--- config.mk ---
export PLATFORM = sky130hd
export DESIGN_NAME = data_store
export DESIGN_NICKNAME = d
export VERILOG_FILES = /design/src/rtl/data_store.sv
export SDC_FILE = /design/constraint.sdc
export NUM_CORES = 1
export LEC_CHECK = 0
export ABC_AREA = 0
export BUFFER_PORTS_ARGS = -buffer_cell sky130_fd_sc_hd__clkbuf_2
export CORE_MARGIN = 10
export CORE_UTILIZATION = 50
export CTS_BUF_LIST = sky130_fd_sc_hd__clkbuf_4 sky130_fd_sc_hd__clkbuf_8
export CTS_CLUSTER_SIZE = 10
export DETAILED_ROUTE_END_ITERATION = 16
export GPL_TIMING_DRIVEN = 0
export PLACE_DENSITY = 0.71
export SETUP_SLACK_MARGIN = 0.2
export SYNTH_ARGS = -nofsm -noshare
export SYNTH_HDL_FRONTEND = slang
export SYNTH_SLANG_ARGS = --single-unit
export TNS_END_PERCENT = 20
--- constraint.sdc ---
create_clock -name clk -period 13.8 [get_ports clk]
set_input_delay 0.69 -clock clk [delete_from_list [all_inputs] [get_ports clk]]
set_output_delay 0.69 -clock clk [all_outputs]
set_load 0.005 [all_outputs]
--- src/rtl/data_store.sv ---
// Write-back stage: takes R, G, B channel words in strict rotation, buffers them
// in a small FIFO and drains them to frame memory at a wrapping write address.
module data_store #(
    parameter int NUM_ADDRS = 115200,
    parameter int DEPTH     = 8
) (
    input  logic        clk,
    input  logic        rst_,
    input  logic        en,
    input  logic [31:0] r_data,
    input  logic        r_rts,
    output logic        r_rtr,
    input  logic [31:0] g_data,
    input  logic        g_rts,
    output logic        g_rtr,
    input  logic [31:0] b_data,
    input  logic        b_rts,
    output logic        b_rtr,
    output logic [31:0] out_data,
    output logic        out_rts,
    input  logic        out_rtr,
    output logic [16:0] mem_ptr,
    output logic        frame_done
);
    localparam int AW = $clog2(DEPTH);
    localparam int CW = $clog2(DEPTH + 1);
    localparam logic [16:0] LAST_ADDR = 17'(NUM_ADDRS - 1);
    localparam logic [2:0]  SEL_R = 3'b001;

    logic [2:0]    sel_q, sel_d;
    logic [AW-1:0] wr_addr_q, wr_addr_d;
    logic [AW-1:0] rd_addr_q, rd_addr_d;
    logic [CW-1:0] count_q, count_d;
    logic [16:0]   mem_ptr_q, mem_ptr_d;
    logic          frame_done_q, frame_done_d;
    logic [DEPTH-1:0][31:0] queue_q, queue_d;

    logic        full, empty, in_xfc, out_xfc;
    logic [2:0]  rts, rtr;
    logic [31:0] in_data;

    assign full  = (count_q == CW'(DEPTH));
    assign empty = (count_q == '0);

    // Only the selected channel is ever offered a slot; rtr stays low while in reset.
    assign rts     = {b_rts, g_rts, r_rts};
    assign rtr     = sel_q & {3{~full & rst_}};
    assign in_xfc  = |(rts & rtr);
    assign out_xfc = ~empty & out_rtr;

    always_comb begin
        in_data = r_data;
        if (sel_q[1]) in_data = g_data;
        if (sel_q[2]) in_data = b_data;
    end

    always_comb begin
        sel_d        = sel_q;
        wr_addr_d    = wr_addr_q;
        rd_addr_d    = rd_addr_q;
        count_d      = count_q;
        mem_ptr_d    = mem_ptr_q;
        queue_d      = queue_q;
        frame_done_d = 1'b0;
        if (en) begin
            // Restart discards any transfer handshaked in this same cycle.
            sel_d     = SEL_R;
            wr_addr_d = '0;
            rd_addr_d = '0;
            count_d   = '0;
            mem_ptr_d = '0;
        end else begin
            if (in_xfc) begin
                queue_d[wr_addr_q] = in_data;
                wr_addr_d          = wr_addr_q + AW'(1);
                sel_d              = {sel_q[1:0], sel_q[2]};
            end
            if (out_xfc) begin
                rd_addr_d    = rd_addr_q + AW'(1);
                mem_ptr_d    = (mem_ptr_q == LAST_ADDR) ? '0 : mem_ptr_q + 17'd1;
                frame_done_d = (mem_ptr_q == LAST_ADDR);
            end
            case ({in_xfc, out_xfc})
                2'b10:   count_d = count_q + CW'(1);
                2'b01:   count_d = count_q - CW'(1);
                default: count_d = count_q;
            endcase
        end
    end

    always_ff @(posedge clk or negedge rst_) begin
        if (!rst_) begin
            sel_q        <= SEL_R;
            wr_addr_q    <= '0;
            rd_addr_q    <= '0;
            count_q      <= '0;
            mem_ptr_q    <= '0;
            frame_done_q <= 1'b0;
        end else begin
            sel_q        <= sel_d;
            wr_addr_q    <= wr_addr_d;
            rd_addr_q    <= rd_addr_d;
            count_q      <= count_d;
            mem_ptr_q    <= mem_ptr_d;
            frame_done_q <= frame_done_d;
        end
    end

    // Storage is not reset; the pointers alone decide what is valid.
    always_ff @(posedge clk) begin
        queue_q <= queue_d;
    end

    assign r_rtr      = rtr[0];
    assign g_rtr      = rtr[1];
    assign b_rtr      = rtr[2];
    assign out_rts    = ~empty;
    assign out_data   = queue_q[rd_addr_q];
    assign mem_ptr    = mem_ptr_q;
    assign frame_done = frame_done_q;
endmodule

==> results_dict.tcl <==
set metrics [dict create \
    synth_top_family_by_area "multiplexers" \
    synth_cell_types 46 \
    clock_latency_ns 0.54 \
    cap_violations 0 \
    finalNetCount 990 \
    p_clk_share_pct 31.1 \
    finalClockSkew_ns 0.00977 \
    cts_hold_buf 0 \
    synthTopCellsByArea "edfxtp_1, mux4_2, dfrtp_1, mux2i_1, mux2_2" \
    syn-num-nets 763 \
    die_height_um 175 \
    min_period_ns 3.65 \
    crit_required_ns 14.05 \
    ctsHtreeMaxLevel 2 \
    die_w_um 175 \
    tightestPinTransition_ns 1.04 \
    postCtsSetupBuffers 0 \
    clock_sinks 287 \
    outcome "finished clean" \
    ir_drop_mv 0.0676 \
    worst_setup_path_start_kind "input pin" \
    fin_cells 1231 \
    first_global_vias 7214 \
    drt_iter0_drc 433 \
    avgSynthCellArea_um2 18.2 \
    synthSimpleGateAreaFrac_pct 4.67 \
    dp.cells 1154 \
    syn-cell-area_mm2 0.0119 \
    hp-class "in2async" \
    cts_inserted_buffers 45 \
    clock_tree.root_cell "clkbuf_8" \
    power_density_mw_per_mm2 150 \
    final_util_pct 60.7 \
    period_share_pct 26.5 \
    synthMuxAreaShare_pct 18.4 \
    synth_edf_count 256 \
    firstDrtPassIters 5 \
    synth_xor_area_share_pct 1.38 \
    r2r_cells 6 \
    rows 56 \
    core_mm2 0.0235 \
    hpwlAfterDp_um 18100 \
    wl_um 26900 \
    r2r_slack_ns 10.49 \
    critPathBufInv 4 \
    slowest_delay_ns 0.91 \
    area_delta_synth_final_pct 19.3 \
    synth_seq_cells 287 \
    routedWlPerCell_um 21.8 \
    hold_violations 0 \
    ys_warn_count 0 \
    post_route_cells_drive_above_1_share_pct 40.7 \
    gp_congestion 0.798 \
    slowest_stage "nor4b_2" \
    fillers 1742 \
    cp_cell_sequence "clkbuf_2 -> inv_1 -> nor3_4 -> nand2_1 -> nor4b_2 -> buf_4 -> buf_4" \
    worstReg2RegStart "sel_q[0]" \
    relSlewSlack_pct 29.7 \
    clk_pin_slew_ns 0.06 \
    seqPwrFrac_pct 47.6 \
    crit_arrival_ns 3.90 \
    rsz0062_at_grt "false" \
    max_freq_ghz 0.274 \
    groute.usage.overall_pct 17.4 \
    synthAdderAreaFrac_pct 0.524 \
    final_cell_mix "edfxtp_1, clkbuf_2, mux4_2" \
    grt_max_degree 33 \
    netlist_instances 655 \
    pwr-share-comb_pct 21.3 \
    grt_pass1_wl_um 41200 \
    die_area_mm2 0.0305 \
    antenna_found_initial 0 \
    cpMostUsedCell "buf_4" \
    yosysSeqAreaShare_pct 70.8 \
    synthArstFlopShare_pct 10.8 \
    criticalPathCategory "in2reg" \
    viasPerCell 5.55 \
    use_met1_pct 23.5 \
    path_max_fanout 32 \
    use_met2_pct 28.0 \
    use_met3_pct 3.99 \
    vias 6830 \
    netlist.top_cell.by_area "edfxtp_1" \
    initial_utilization_pct 50.9 \
    synth_compound_area_share_pct 2.85 \
    diodes 0 \
    drc 0 \
    ant_nets 0 \
    setup_viol 0 \
    leakagePower_nw 4.99 \
    synth_top_area_share_pct 64.3 \
    clock_path_buffers 3 \
    synthFlopType "edfxtp_1" \
    maxSlewViolCount 0 \
    cts_tree "yes" \
    grt_most_used_layer "met2" \
    final_common_cell "edfxtp_1" \
    setup_tns_ns 0 \
    critical_path_depth 7 \
    grt.overflow.total 0 \
    port_buffers 156 \
    worstReg2RegEnd "queue_q[207]" \
    cp_top_family "simple AND/OR/NAND/NOR gates" \
    sw_frac_of_total_pct 26.2 \
    power_report.internal_total_mw 1.58 \
    ios 157 \
    ctsResizeCount 0 \
    switchingPower_mw 0.560 \
    cp-end-kind "register" \
]
-- registers in the layout, indices dropped and copies added, names as in the netlist --
name / cells
rd_addr_q: 3
mem_ptr: 17
sel_q: 3
queue_q: 256
count_q: 4
wr_addr_q: 3
frame_done: 1
-- area by class of cell --
| class | instances | area (um2) | share of cell area, % |
|---|---|---|---|
| tap | 319 | 399 | 2.80 |
| clock inverter | 12 | 56.3 | 0.395 |
| sequential | 287 | 8460 | 59.4 |
| multi-input combinational | 329 | 3370 | 23.7 |
| clock buffer | 65 | 776 | 5.44 |
| inverter | 5 | 18.8 | 0.132 |
| timing repair buffer | 180 | 1010 | 7.12 |
| buffer | 34 | 145 | 1.02 |
-- how the worst max path moves through the flow --
stage                               to  startpoint  slack [ns]
after floorplan           queue_q[128]       r_rts        8.39
after global placement    queue_q[146]        rst_        3.87
after detailed placement  queue_q[210]        rst_        9.54
after CTS                 queue_q[207]        rst_       10.12
after global routing      queue_q[205]        rst_        9.87
final                     queue_q[207]        rst_       10.15
-- cells in the mapped netlist, types with 3 or more instances --
master and count:
nand2_1 47, and3_1 5, edfxtp_1 256, nor2_1 27, nor4b_1 4, nand3_1 11
mux2_2 33, dfrtp_1 30, buf_2 8, mux4_2 64, and2_1 6, nor4_1 3
inv_1 5, nand4_1 4, xnor2_1 3, ha_1 5, xor2_1 14, a21oi_1 7
mux2i_1 38, clkbuf_1 23, o21ai_0 35
-- through the flow --
step / worst slack, ns / hold WS [ns] / power, mW / area (um2)
2_1_floorplan: 8.39 / 0.394 / 1.35 / 11900
3_3_place_gp: 3.87 / 0.527 / 1.49 / 13100
3_5_place_dp: 9.54 / 0.543 / 1.50 / 13400
4_1_cts: 10.12 / 0.244 / 2.17 / 14200
5_1_grt: 9.87 / 0.274 / 2.24 / 14200
6_report: 10.15 / 0.230 / 2.14 / 14200
-- per-layer routing --
layer  vias to the layer above  wire length [um]
met4                         0               512
met3                        43              1940
li1                       3078                 -
met5                         -                 0
met1                      3432             11700
met2                       277             12700
-- power by group through the flow --
stage | combinational (mW) | clock [mW] | sequential (mW)
floorplan | 0.312 | 0 | 1.03
global placement | 0.453 | 0 | 1.04
detailed placement | 0.466 | 0 | 1.04
CTS | 0.467 | 0.682 | 1.02
global route | 0.504 | 0.718 | 1.02
finish | 0.455 | 0.667 | 1.02
-- cell families (layout without fill, tap and decap cells) --
family                   after synthesis  in the layout
buffers and inverters                 39            296
flip-flops                           287            287
multiplexers                         135            135
adder cells (fa/ha/maj)                5              5
XOR/XNOR                              18             18
AO/OA/AOI/OAI                         56             56
AND/OR/NAND/NOR                      115            115
-- worst reg2reg max path, delay by kind of cell, from the launching register on --
kind	cells	cell delay (ns)
and+or+nand+nor	3	1.74
AOI/OAI and AO/OA	1	0.19
buffers and inverters	2	0.54
DFF	1	0.55
No activity file was read; power rests on OpenSTA's default activity.
